[config.mk]
export PLATFORM = sky130hd
export DESIGN_NAME = board_link_rx
export DESIGN_NICKNAME = d
export VERILOG_FILES = /design/src/rtl/board_link_rx.sv
export SDC_FILE = /design/constraint.sdc
export NUM_CORES = 1
export LEC_CHECK = 0
export CELL_PAD_IN_SITES_DETAIL_PLACEMENT = 2
export CELL_PAD_IN_SITES_GLOBAL_PLACEMENT = 2
export CORE_MARGIN = 10
export CORE_UTILIZATION = 35
export DETAILED_ROUTE_END_ITERATION = 8
export PLACE_DENSITY = 0.84
export SLEW_MARGIN = 0
export SYNTH_ARGS = -nofsm -noshare
export SYNTH_HDL_FRONTEND = slang
export SYNTH_SLANG_ARGS = --single-unit
[constraint.sdc]
create_clock -name clk60MHz -period 2.65 [get_ports clk60MHz]
set_input_delay 0.3975 -clock clk60MHz [delete_from_list [all_inputs] [get_ports clk60MHz]]
set_output_delay 0.3975 -clock clk60MHz [all_outputs]
set_load 0.01 [all_outputs]
[src/rtl/board_link_rx.sv]
// board_link_rx: synchronize, glitch-filter and qualify the peer board's link signals.
// Optional stuck-throw timeout enabled by defining BOARD_LINK_TIMEOUT_EN.
module board_link_rx #(
  parameter int SYNC_STAGES = 2,
  parameter int FILTER_CYCLES = 16,
  parameter int POWER_STABLE_CYCLES = 64,
  parameter int TIMEOUT_CYCLES = 600_000_000
) (
  input  logic       clk60MHz,
  input  logic       rst,
  input  logic       in_player1_ready,
  input  logic       in_player2_ready,
  input  logic [3:0] in_power,
  input  logic       in_throw_flag,
  output logic       player1_ready_q,
  output logic       player2_ready_q,
  output logic [3:0] power_q,
  output logic       power_valid,
  output logic       throw_flag_q,
  output logic       throw_start,
  output logic       throw_end,
  output logic       link_error
);
  localparam int FW = $clog2(FILTER_CYCLES + 1);
  localparam int PW = $clog2(POWER_STABLE_CYCLES + 1);
  localparam logic [FW-1:0] FMAX = FW'(FILTER_CYCLES - 1);
  localparam logic [PW-1:0] PMAX = PW'(POWER_STABLE_CYCLES);

`ifdef BOARD_LINK_TIMEOUT_EN
  typedef enum logic [1:0] {IDLE, FLIGHT, FAULT} state_t;
`else
  typedef enum logic {IDLE, FLIGHT} state_t;
`endif

  logic [6:0] sy [SYNC_STAGES];
  logic [6:0] s;
  logic [3:0] sp;
  logic [2:0] flt, flt_nx;
  logic [FW-1:0] fcnt [3];
  logic [FW-1:0] fcnt_nx [3];
  logic [PW-1:0] pcnt, pcnt_nx;
  logic load, start_nx, end_nx, fault;
  state_t state, state_nx;

  assign s = sy[SYNC_STAGES-1];
  assign sp = sy[SYNC_STAGES-2][3:0];
  assign player1_ready_q = flt[0];
  assign player2_ready_q = flt[1];
  assign throw_flag_q = state == FLIGHT;
  assign power_valid = pcnt == PMAX && s[3:0] == power_q;

  always_ff @(posedge clk60MHz) begin
    if (rst) begin
      for (int i = 0; i < SYNC_STAGES; i++) sy[i] <= '0;
    end else begin
      sy[0] <= {in_throw_flag, in_player2_ready, in_player1_ready, in_power};
      for (int i = 1; i < SYNC_STAGES; i++) sy[i] <= sy[i-1];
    end
  end

  // bit 0/1/2 of the filter = player1 ready, player2 ready, throw flag
  always_comb begin
    for (int i = 0; i < 3; i++) begin
      flt_nx[i] = (s[4+i] != flt[i] && fcnt[i] == FMAX) ? s[4+i] : flt[i];
      fcnt_nx[i] = (s[4+i] == flt[i] || fcnt[i] == FMAX) ? '0 : fcnt[i] + 1'b1;
    end
  end

  // sp is the value the bus takes next edge, so a change clears the count as it lands
  assign pcnt_nx = (sp != s[3:0]) ? '0 : (pcnt == PMAX) ? PMAX : pcnt + 1'b1;
  assign load = pcnt_nx == PMAX && s[3:0] != power_q && !throw_flag_q;

`ifdef BOARD_LINK_TIMEOUT_EN
  localparam int TW = $clog2(TIMEOUT_CYCLES + 1);
  logic [TW-1:0] tcnt;
  logic timeout;
  assign timeout = tcnt == TW'(TIMEOUT_CYCLES - 1);
  always_ff @(posedge clk60MHz) begin
    tcnt <= (rst || state != FLIGHT || state_nx != FLIGHT) ? '0 : tcnt + 1'b1;
    link_error <= rst ? 1'b0 : link_error | fault;
  end
`else
  assign link_error = 1'b0;
`endif

  always_comb begin
    state_nx = state;
    start_nx = 1'b0;
    end_nx = 1'b0;
    fault = 1'b0;
    case (state)
      IDLE: begin
        state_nx = flt_nx[2] ? FLIGHT : IDLE;
        start_nx = flt_nx[2];
      end
      FLIGHT:
        if (!flt_nx[2]) begin
          state_nx = IDLE;
          end_nx = 1'b1;
        end
`ifdef BOARD_LINK_TIMEOUT_EN
        else if (timeout) begin
          state_nx = FAULT;
          end_nx = 1'b1;
          fault = 1'b1;
        end
      FAULT: state_nx = flt_nx[2] ? FAULT : IDLE;
`endif
      default: state_nx = IDLE;
    endcase
  end

  always_ff @(posedge clk60MHz) begin
    if (rst) begin
      flt <= '0;
      for (int i = 0; i < 3; i++) fcnt[i] <= '0;
      pcnt <= '0;
      power_q <= '0;
      state <= IDLE;
      throw_start <= 1'b0;
      throw_end <= 1'b0;
    end else begin
      flt <= flt_nx;
      for (int i = 0; i < 3; i++) fcnt[i] <= fcnt_nx[i];
      pcnt <= pcnt_nx;
      if (load) power_q <= s[3:0];
      state <= state_nx;
      throw_start <= start_nx;
      throw_end <= end_nx;
    end
  end
endmodule

# ---- Word level (Yosys, flattened, before mapping)
# Memories as Yosys holds them, arrays and structs flattened.
# Index checks and enable logic that the tools add are counted.
dict set report totals {
  reg_bits 17
  latch_bits 0
  ram_bits 29
  romBits 0
  output_inout_bits 11
  wordCells 62
  mem_count 2
}
dict set report classes {
  add_sub_neg 4
  multipliers 0
  div 0
  order_cmp 0
  n_eq_ne 14
  shifts 0
  muxes 16
  bitwise 6
  n_reduce_logical 12
}
# name depth width read_ports rd_ports_with_merged_regs wr line
set mem_list {}
lappend mem_list {fcnt 3 5 3 0 3 39} ;# logic [FW-1:0] fcnt [3];
lappend mem_list {sy 2 7 2 0 2 35} ;# logic [6:0] sy [SYNC_STAGES];
# operator n
set ops {}
lappend ops {{$mux W5} 6}
lappend ops {{$mux W7} 4}
lappend ops {{$add A5 B1 Y5 const B} 3}
lappend ops {{$eq A5 B4 Y1 const B} 3}
lappend ops {{$eq A7 B7 Y1 const B} 2}
lappend ops {{$ne A4 B4 Y1} 2}
lappend ops {{$add A7 B1 Y7 const B} 1}
lappend ops {{$logic_and A1 B1 Y1} 6}
lappend ops {{$mux W1} 6}
lappend ops {{$or A1 B1 Y1} 5}
lappend ops {{$eq A4 B4 Y1} 1}
lappend ops {{$reduce_or A2 Y1} 2}
lappend ops {{$eq A1 B1 Y1} 3}
lappend ops {{$logic_or A1 B1 Y1} 3}
lappend ops {{$ne A1 B1 Y1} 3}
lappend ops {{$logic_not A1 Y1} 1}
lappend ops {{$not A1 Y1} 1}

# ---- Depth between registers and ports, before layout
# Gate-level depths: netlist of the first run.
dict set report logic_depth {
  word_depth 6
  mapped_depth 7
}

# ---- Worst setup path after synthesis of the first run
# OpenSTA, ideal clock, no wires.
dict set report synth_timing {
  kind {register -> register}
  from {register pcnt[0]}
  to {register power_q[0]}
  setup_ps 72
  arrival_ps 1997
  required_ps 2578
  slack_ps 581
  path_stages_with_launch 7
  period_less_slack_ps 2069
  path_cell_list {dfxtp_1 > inv_1 > ha_1 > or2_2 > or3b_4 > a2111oi_4 > mux2i_1}
}
dict set report synth_between {
  elab_chain_cells 6
}
# item line
set synth_rtl {}
lappend synth_rtl {{from (decl)} 41} ;# logic [PW-1:0] pcnt, pcnt_nx;
lappend synth_rtl {{from (signal assigned)} 125} ;# pcnt <= pcnt_nx;
lappend synth_rtl {{$add A7 B1 Y7 or $eq A7 B7 Y1 (tied branches)} 70} ;# assign pcnt_nx = (sp != s[3:0]) ? '0 : (pcnt == PMAX) ? PMAX : pcnt + 1'b1;
lappend synth_rtl {{$mux W7 (*) (2 in series)} 70}
lappend synth_rtl {{$eq A7 B7 Y1 (*)} 71} ;# assign load = pcnt_nx == PMAX && s[3:0] != power_q && !throw_flag_q;
lappend synth_rtl {{$logic_and A1 B1 Y1 (*) (2 in series)} 71}
lappend synth_rtl {{to (signal assigned)} 126} ;# if (load) power_q <= s[3:0];
lappend synth_rtl {{to (decl)} 17} ;# output logic [3:0] power_q,
# Every way passes the cells marked *; elsewhere a longest branch is shown, timed or not.
# A chain may end at the register's enable or synchronous reset.

# ---- Final worst setup path of the first run
dict set report layout_timing {
  from {register pcnt[0]}
  to {output port power_valid}
}
dict set report layout_between {
  elab_chain_cells 2
}
# item line
set layout_rtl {}
lappend layout_rtl {{$eq A7 B7 Y1} 50} ;# assign power_valid = pcnt == PMAX && s[3:0] == power_q;
lappend layout_rtl {{$logic_and A1 B1 Y1} 50}
lappend layout_rtl {{to (decl)} 18} ;# output logic power_valid,
# No other way between the ends.

==> results of run 1 <==
-- worst max-delay path, delay by kind of cell, from the launching register on --
kind                       cells  cell delay, ns
and+or+nand+nor                3            0.55
adders and majority gates      1            0.14
buffers and inverters          2            0.62
DFF                            1            0.36
-- through the flow --
stage,area (µm²),hold WS [ns],instances,worst slack [ns],power [W]
finish,2170,0.451,271,0.288,0.00130
global route,2170,0.473,271,0.0969,0.00136
CTS,2170,0.460,271,0.246,0.00132
detailed placement,2050,0.441,263,0.381,0.000777
global placement,2050,0.421,263,0.497,0.000770
floorplan,1810,0.414,179,0.581,0.000753
-- flip-flops by register name, indices dropped and copies added, names as in the netlist --
| name | cells |
|---|---|
| fcnt | 15 |
| flt | 3 |
| pcnt | 7 |
| power_q | 4 |
| sy | 14 |
| throw_end | 1 |
| throw_start | 1 |
-- area by class of cell --
type | count | area [µm²]
clock inverter | 1 | 30.0
fill | 547 | 2870
clock buffer | 7 | 86.3
multi-input combinational | 120 | 842
sequential | 45 | 901
timing repair buffer | 19 | 188
inverter | 9 | 33.8
tap | 70 | 87.6
-- synth_stat cells (2+ instances only) --
cell type and count:
inv_1 9, nor2b_1 15, or3_1 4, and3_1 3, xnor2_1 14, ha_1 8
nor2_1 25, xor2_1 8, mux2i_1 7, nor3_1 2, nand3_1 8, dfxtp_1 45
clkbuf_1 3, nand2b_1 9, nand2_1 4
-- logic make-up after synthesis --
group                    Yosys count  share of synthesized area, %
AND/OR/NAND/NOR                   77                          23.4
XOR/XNOR                          22                          10.7
other                              1                         0.208
flip-flops                        45                          49.9
AO/OA/AOI/OAI                      5                          2.91
buffers and inverters             14                          3.53
multiplexers                       7                          3.88
adder cells (fa/ha/maj)            8                          5.54
-- path summary, 6_finish.rpt --
check / start / cells after the start / to / slack (ns)
max: pcnt[0]$_SDFF_PP0_ / 6 / power_valid / 0.29
min: fcnt[0][5]$_SDFF_PP0_ / 1 / fcnt[0][5]$_SDFF_PP0_ / 0.45
max reg2reg: pcnt[0]$_SDFF_PP0_ / 6 / power_q[3]$_SDFFE_PP0P_ / 0.38
min reg2reg: fcnt[0][5]$_SDFF_PP0_ / 1 / fcnt[0][5]$_SDFF_PP0_ / 0.45
-- per-layer routing --
metal	up-vias	wire [µm]	GRT usage (%)
li1	618	-	-
met1	619	1610	10.4
met2	19	2050	17.4
met3	8	162	3.42
met4	0	85	4.63
met5	-	0	0
-- power by group --
part	internal (W)	switching [W]
sequential	0.000688	0.00000986
combinational	0.0000338	0.0000271
clock	0.000308	0.000232
total	0.00103	0.000269
==> impl_results.md, run 1 <==
- Die Width: 91.8 µm
- Setup TNS: 0 ns
- DP HPWL: 3100 µm
- Commonest non-fill, non-tap cell in the layout: dfxtp_1
- Die Y: 91.8 µm
- Min cycle time layout: 2.36 ns
- CTS tree: yes
- DRT antenna net count: 0
- Clk sinks: 45
- Antenna cell count: 0
- Most used flip-flop cell after synthesis: dfxtp_1
- Gates resized, CTS repair: 0
- Fmax: 0.423 GHz
- Layout cells sized above 1: 6.47%
- Max-cap viol count: 0
- Crit. End Element: primary output
- Vias in the first global route: 1468
- Static leakage power: 0.787 nW
- Fin crit share: 89.1%
- Drt initial violations: 31
- CTS max path bufs: 2
- First-pass GRT wire length: 6860 µm
- Critical-path top delay cell: clkdlybuf4s50_1
- Final WL: 3900 µm
- Mapped Avg Cell Area: 10.1 µm²
- Post-synthesis instance total: 179
- WL per Instance: 14.4 µm
- Clock-pin slew on the worst setup and hold paths: 0.08 ns
- Critical Path RT: 2.25 ns
- Largest net degree at the start of global routing: 19
- Clk_lat worst skew: 0.30 ns
- RSZ-0062 raised after global routing: no
- Status: completed
- Fin nets: 217
- Synth warnings: 0
- Commonest cells after routing, fill and taps aside: 45 x dfxtp_1, 25 x nor2_1, 18 x clkdlybuf4s50_1
- Starting Density: 35.8%
- Clock skew: 0.00375 ns
- IO buf count: 18
- Max Fanout on Critical Path: 6
- Hold crit path type: flip-flop to flip-flop
- Via Count: 1264
- Critical path class: flip-flop to primary output
- Synth-to-Final Area Change: 20.0%
- GPL Wtd Cong: 0.768
- Yosys top cell by area: dfxtp_1
- Mapped cell area: 1810 µm²
- Final hold violations: 0
- Netlist cell types: 30
- Worst path arrival time: 1.96 ns
- Final cell utilization of the core: 43.0%
- Synth top area share: 49.9%
- CP max stage delay: 0.54 ns
- Crit-path cells: inv_1 > ha_1 > nor4b_4 > nand3_1 > nor2_1 > clkdlybuf4s50_1
- # setup viols final: 0
- Post CTS Setup Buffer Count: 0
- Worst VDD drop: 0.000280 V
- Top cells by area, synth: dfxtp_1 50%, xnor2_1 6.8%, ha_1 5.5%
- Initial antenna violation count: 0
- Synthesized Nets: 196
- Asr flop ratio synth: 0%
- Vias per cell: 4.66
- CTS Buf Count: 5
- Die area: 8440 µm²
- Io pins: 20
- Core Box Area: 5040 µm²
- Sequential area share after synthesis: 49.9%
- Post-synth EDFFs: 0
- Max-slew violation count: 0
- Total track usage: 9.90%
- Power density cells: 599 nW/µm²
- CTS Hold Bufs: 0
- Gr ovfl total: 0
- CTS H-tree depth: 2
- DRC errors left: 0
- Clock Root Buffer: clkbuf_8
- First-pass iteration count of the detailed router: 2
- Critical Path Start Type: flip-flop
- Row count: 26
- Seq cells post-synth: 45
Power figures use the tool's default switching activity.
==> run 2, diff against run 1 <==
- CORE_UTILIZATION: 35 -> 39
- CTS_CLUSTER_SIZE: default -> 12
- DONT_BUFFER_PORTS: default -> 1
- PLACE_DENSITY: 0.84 -> 0.83
==> impl_results.md, run 2 (synthesis results as in run 1) <==
- DP HPWL: 2790 µm (was 3100 µm)
- FF-to-FF End: power_q[1]$_SDFFE_PP0P_ (was power_q[3]$_SDFFE_PP0P_)
- Area of the multi-input gates: 842 µm² (unchanged)
- Min cycle time layout: 2.23 ns (was 2.36 ns)
- Status: completed (unchanged)
- RSZ-0062 raised after global routing: no (unchanged)
- Clock Root Buffer: clkbuf_8 (unchanged)
- CTS tree: yes (unchanged)
- Fin nets: 198 (was 217)
- Flop pwr share: 52.0% (was 53.8%)
- Crit. End Element: flip-flop (was primary output)
- Static leakage power: 0.727 nW (was 0.787 nW)
- Layout filler cell count: 470 (was 547)
- Max-slew violation count: 0 (unchanged)
- Worst path arrival time: 2.45 ns (was 1.96 ns)
- Critical path class: flip-flop to flip-flop (was flip-flop to primary output)
- Row count: 24 (was 26)
- DRC errors left: 0 (unchanged)
- CTS Hold Bufs: 0 (unchanged)
- Reg area: 901 µm² (unchanged)
- Initial antenna violation count: 0 (unchanged)
- Commonest cells after routing, fill and taps aside: 45 x dfxtp_1, 25 x nor2_1, 15 x nor2b_1 (was 45 x dfxtp_1, 25 x nor2_1, 18 x clkdlybuf4s50_1)
- Gr ovfl total: 0 (unchanged)
- CP max stage delay: 0.45 ns (was 0.54 ns)
- Drt initial violations: 22 (was 31)
- Clk sinks: 45 (unchanged)
- DRT antenna net count: 0 (unchanged)
- Crit-path cells: inv_1 > ha_1 > or2_2 > or3b_4 > a2111oi_4 > mux2i_1 (was inv_1 > ha_1 > nor4b_4 > nand3_1 > nor2_1 > clkdlybuf4s50_1)
- Io pins: 20 (unchanged)
- Fin crit share: 84.1% (was 89.1%)
- Flop2flop setup slack: 0.42 ns (was 0.38 ns)
- Antenna cell count: 0 (unchanged)
- Crit path max-delay family: simple AND/OR/NAND/NOR gates (was buffers and inverters)
- Biggest regs: fcnt: 15 flops, sy: 14 flops, pcnt: 7 flops (unchanged)
- Core Box Area: 4410 µm² (was 5040 µm²)
- Largest Register: fcnt (unchanged)
- First-pass GRT wire length: 6260 µm (was 6860 µm)
- Via Count: 1166 (was 1264)
- Synth-to-Final Area Change: 9.35% (was 20.0%)
- Clock network power share: 44.9% (was 41.5%)
- Critical Path Start Type: flip-flop (unchanged)
- Final hold violations: 0 (unchanged)
- Sw Pwr: 0.000258 W (was 0.000269 W)
- WP buf/inv: 1 (was 2)
- Commonest non-fill, non-tap cell in the layout: dfxtp_1 (unchanged)
- Met2 GRT Util: 17.1% (was 17.4%)
- Clock-pin slew on the worst setup and hold paths: 0.09 ns (was 0.08 ns)
- Critical-path top delay cell: a2111oi_4 (was clkdlybuf4s50_1)
- Clk_lat worst skew: 0.30 ns (about the same)
- Critical Path RT: 2.87 ns (was 2.25 ns)
- Number of flip-flops under the largest register name: 15 (unchanged)
- Global-route met3 utilization: 3.25% (was 3.42%)
- Layout cells sized above 1: 7.14% (was 6.47%)
- Largest net degree at the start of global routing: 33 (was 19)
- Hold crit path type: input port to flip-flop (was flip-flop to flip-flop)
- CTS H-tree depth: 2 (unchanged)
- Met1 GRT Util: 11.4% (was 10.4%)
- Starting Density: 40.9% (was 35.8%)
- Setup TNS: 0 ns (unchanged)
- First-pass iteration count of the detailed router: 2 (unchanged)
- Gate power share: 3.1% (was 4.7%)
- GPL Wtd Cong: 0.782 (was 0.768)
- Max-cap viol count: 0 (unchanged)
- Hold depth: 1 (unchanged)
- Vias in the first global route: 1325 (was 1468)
- R2R cell count: 6 (unchanged)
- FF-to-FF Start: pcnt[0]$_SDFF_PP0_ (unchanged)
- Die Y: 88.1 µm (was 91.8 µm)
- Post CTS Setup Buffer Count: 0 (unchanged)
- Final WL: 3700 µm (was 3900 µm)
- Clock skew: 0.00625 ns (was 0.00375 ns)
- CTS max path bufs: 2 (unchanged)
- Gr busiest metal: met2 (unchanged)
- Vias per cell: 4.98 (was 4.66)
- Internal power: 0.00109 W (was 0.00103 W)
- # setup viols final: 0 (unchanged)
- Gates resized, CTS repair: 0 (unchanged)
- Worst hold path endpoint: flt[1]$_SDFFE_PP0P_ (was fcnt[0][5]$_SDFF_PP0_)
- CTS Buf Count: 5 (unchanged)
- IO buf count: 0 (was 18)
- Worst VDD drop: 0.000426 V (was 0.000280 V)
- Min-delay src: rst (was fcnt[0][5]$_SDFF_PP0_)
- Hold WS: 0.161 ns (was 0.451 ns)
- WL per Instance: 15.8 µm (was 14.4 µm)
- Total track usage: 10.2% (was 9.90%)
- Die area: 7760 µm² (was 8440 µm²)
- Die Width: 88.1 µm (was 91.8 µm)
- Sw Ratio: 19.2% (was 20.7%)
- Power density cells: 680 nW/µm² (was 599 nW/µm²)
- Max Fanout on Critical Path: 6 (unchanged)
- Fmax: 0.449 GHz (was 0.423 GHz)
==> run 2: cell count changes in the layout (fill, tap and decap cells not counted) <==
cell / delta
buf_4: -1
clkbuf_1: -1
clkbuf_8: -1
bufinv_16: +1
clkinv_2: +1
clkdlybuf4s50_1: -18
==> run 2: worst max-delay path by stage <==
stage,start,to,slack (ns),depth (start not counted)
global route,pcnt[0]$_SDFF_PP0_,power_q[1]$_SDFFE_PP0P_,0.29,6
finish,pcnt[0]$_SDFF_PP0_,power_q[1]$_SDFFE_PP0P_,0.42,6
CTS,pcnt[0]$_SDFF_PP0_,power_q[1]$_SDFFE_PP0P_,0.40,6
floorplan,pcnt[0]$_SDFF_PP0_,power_q[0]$_SDFFE_PP0P_,0.58,6
detailed placement,pcnt[0]$_SDFF_PP0_,power_q[0]$_SDFFE_PP0P_,0.43,6
global placement,pcnt[0]$_SDFF_PP0_,power_q[1]$_SDFFE_PP0P_,0.51,6
==> run 2: metal layers <==
layer  share of wire [%]  wire, µm
met1                  43      1610
met2                  50      1840
met3                 5.2       193
met4                 1.9        70
met5                   0         0
==> run 2: layout make-up <==
class	count	share of cell area, %
clock inverters	3	3.29
flip-flops and latches	45	45.6
clock buffers	5	3.48
well taps	52	3.29
multi-input cells	120	42.6
inverters	9	1.71
==> run 2: power by group through the flow <==
stage / Clock [W] / Sequential (W) / Combinational, W
floorplan: 0 / 0.000712 / 0.0000408
global placement: 0 / 0.000713 / 0.0000401
detailed placement: 0 / 0.000715 / 0.0000428
CTS: 0.000627 / 0.000699 / 0.0000436
global route: 0.000656 / 0.000701 / 0.0000478
finish: 0.000603 / 0.000698 / 0.0000422
==> run 2: per-stage QoR <==
step | cell area [µm²] | instances | total power (W) | utilization [%] | setup WS (ns)
after global routing | 1980 | 234 | 0.00140 | 44.8 | 0.289
after global placement | 1840 | 226 | 0.000753 | 41.7 | 0.509
final | 1980 | 234 | 0.00134 | 44.8 | 0.421
after floorplan | 1810 | 179 | 0.000753 | - | 0.581
after CTS | 1980 | 234 | 0.00137 | 44.8 | 0.398
after detailed placement | 1840 | 226 | 0.000757 | 41.7 | 0.434
==> run 3, diff against run 2 <==
- clock period: 2.65 -> 2.3 ns (I/O delays scaled with it)
==> impl_results.md, run 3 (synthesis results as in run 1) <==
- First-pass GRT wire length: 6290 µm (was 6260 µm)
- Vias per cell: 5.01 (was 4.98)
- Crit. End Element: flip-flop (unchanged)
- Clock skew: 0.00494 ns (was 0.00625 ns)
- Power density cells: 751 nW/µm² (was 680 nW/µm²)
- Hold crit path type: input port to flip-flop (unchanged)
- Clk_lat worst skew: 0.30 ns (about the same)
- Initial antenna violation count: 0 (unchanged)
- Max Fanout on Critical Path: 4 (was 6)
- GPL Wtd Cong: 0.782 (unchanged)
- Place WS: 0.0948 ns (was 0.434 ns)
- Final cell utilization of the core: 44.8% (about the same)
- Synth-to-Final Area Change: 9.42% (was 9.35%)
- Fmax: 0.474 GHz (was 0.449 GHz)
- Biggest regs: fcnt: 15 flops, sy: 14 flops, pcnt: 7 flops (unchanged)
- Number of flip-flops under the largest register name: 15 (unchanged)
- Total track usage: 10.3% (was 10.2%)
- Commonest non-fill, non-tap cell in the layout: dfxtp_1 (unchanged)
- Vias in the first global route: 1312 (was 1325)
- DRT antenna net count: 0 (unchanged)
- Row count: 24 (unchanged)
- Largest net degree at the start of global routing: 33 (unchanged)
- DRC errors left: 0 (unchanged)
- Layout cells sized above 1: 8.74% (was 7.14%)
- Clk sinks: 45 (unchanged)
- Die Y: 88.1 µm (unchanged)
- Final hold violations: 0 (unchanged)
- Reg area: 906 µm² (was 901 µm²)
- Worst path arrival time: 2.34 ns (was 2.45 ns)
- Status: completed (unchanged)
- Gr ovfl total: 0 (unchanged)
- Max-cap viol count: 0 (unchanged)
- Largest Register: fcnt (unchanged)
- CTS tree: yes (unchanged)
- Max-slew violation count: 0 (unchanged)
- Io pins: 20 (unchanged)
- Fin crit share: 91.7% (was 84.1%)
- Commonest cells after routing, fill and taps aside: 43 x dfxtp_1, 25 x nor2_1, 15 x nor2b_1 (was 45 x dfxtp_1, 25 x nor2_1, 15 x nor2b_1)
- CTS Hold Bufs: 0 (unchanged)
- IO buf count: 0 (unchanged)
- Die area: 7760 µm² (unchanged)
- Critical path class: flip-flop to flip-flop (unchanged)
- Cells after DPL: 226 (unchanged)
- CTS Buf Count: 5 (unchanged)
- Layout Cells excl Fill: 235 (was 234)
- Critical Path Start Type: flip-flop (unchanged)
- Area of the multi-input gates: 845 µm² (was 842 µm²)
- Fin nets: 199 (was 198)
- PnR worst setup slack: 0.190 ns (was 0.421 ns)
- Layout filler cell count: 479 (was 470)
- Clock Root Buffer: clkbuf_8 (unchanged)
- Final WL: 3770 µm (was 3700 µm)
- Drt initial violations: 43 (was 22)
- Via Count: 1178 (was 1166)
- DP HPWL: 2870 µm (was 2790 µm)
- Min cycle time layout: 2.11 ns (was 2.23 ns)
- Clock-pin slew on the worst setup and hold paths: 0.09 ns (about the same)
- Die Width: 88.1 µm (unchanged)
- First-pass iteration count of the detailed router: 4 (was 2)
- WL per Instance: 16.0 µm (was 15.8 µm)
- Worst VDD drop: 0.000350 V (was 0.000426 V)
- Setup TNS: 0 ns (unchanged)
- Hold WS: 0.104 ns (was 0.161 ns)
- CTS H-tree depth: 2 (unchanged)
- CTS max path bufs: 2 (unchanged)
- RSZ-0062 raised after global routing: no (unchanged)
- Starting Density: 40.9% (unchanged)
- Core Box Area: 4410 µm² (unchanged)
- # setup viols final: 0 (unchanged)
- Static leakage power: 0.722 nW (was 0.727 nW)
- Antenna cell count: 0 (unchanged)
- Critical Path RT: 2.53 ns (was 2.87 ns)
run 3: cell count changes in the layout (fill, tap and decap cells not counted), sizes merged:
cell      before  now
buf            0    1
bufinv         2    1
clkbuf         5    6
clkinv         1    0
clkinvlp       0    1
run 3: metrics by stage:
step,area (µm²),power [W]
after floorplan,1810,0.000867
after CTS,1960,0.00150
after global routing,1980,0.00155
after detailed placement,1840,0.000872
final,1980,0.00149
after global placement,1840,0.000868
run 3: where the power goes:
group / switching [W] / internal [W]
registers: 0.0000112 / 0.000793
clock network: 0.000276 / 0.000353
logic: 0.0000231 / 0.0000286
run 3: repair_timing:
action,in CTS,in global routing
setup buffers,0,1
gates resized for setup,0,4
setup endpoints to repair,0,4
run 3: final timing paths:
check,startpoint,end,slack [ns],cells after the start
setup / recovery,pcnt[1]$_SDFF_PP0_,power_q[1]$_SDFFE_PP0P_,0.19,6
hold / removal,rst,flt[1]$_SDFFE_PP0P_,0.10,1
setup reg to reg,pcnt[1]$_SDFF_PP0_,power_q[1]$_SDFFE_PP0P_,0.19,6
hold reg to reg,pcnt[0]$_SDFF_PP0_,pcnt[0]$_SDFF_PP0_,0.44,1
run 3: worst max-delay path: stages, from the launching register on:
cell,delay [ns]
dfxtp_2,0.35
inv_1,0.05
ha_1,0.29
or2_4,0.22
or3b_4,0.38
a2111oi_4,0.50
mux2i_1,0.24
run 3: routing by layer:
metal | up-vias | share of wire (%) | GRT usage (%)
met5 | - | 0 | 0
met4 | 0 | 1.2 | 3.85
met3 | 5 | 5.4 | 4.55
met2 | 22 | 50 | 17.7
met1 | 570 | 43 | 11.1
li1 | 581 | - | -
run 3: area by class of cell:
type | instances | area share (%)
Tap cell | 52 | 3.29
Sequential cell | 45 | 45.8
Clock buffer | 6 | 4.18
Multi-Input combinational cell | 120 | 42.7
Timing Repair Buffer | 1 | 0.380
Inverter | 9 | 1.71
Clock inverter | 2 | 1.90
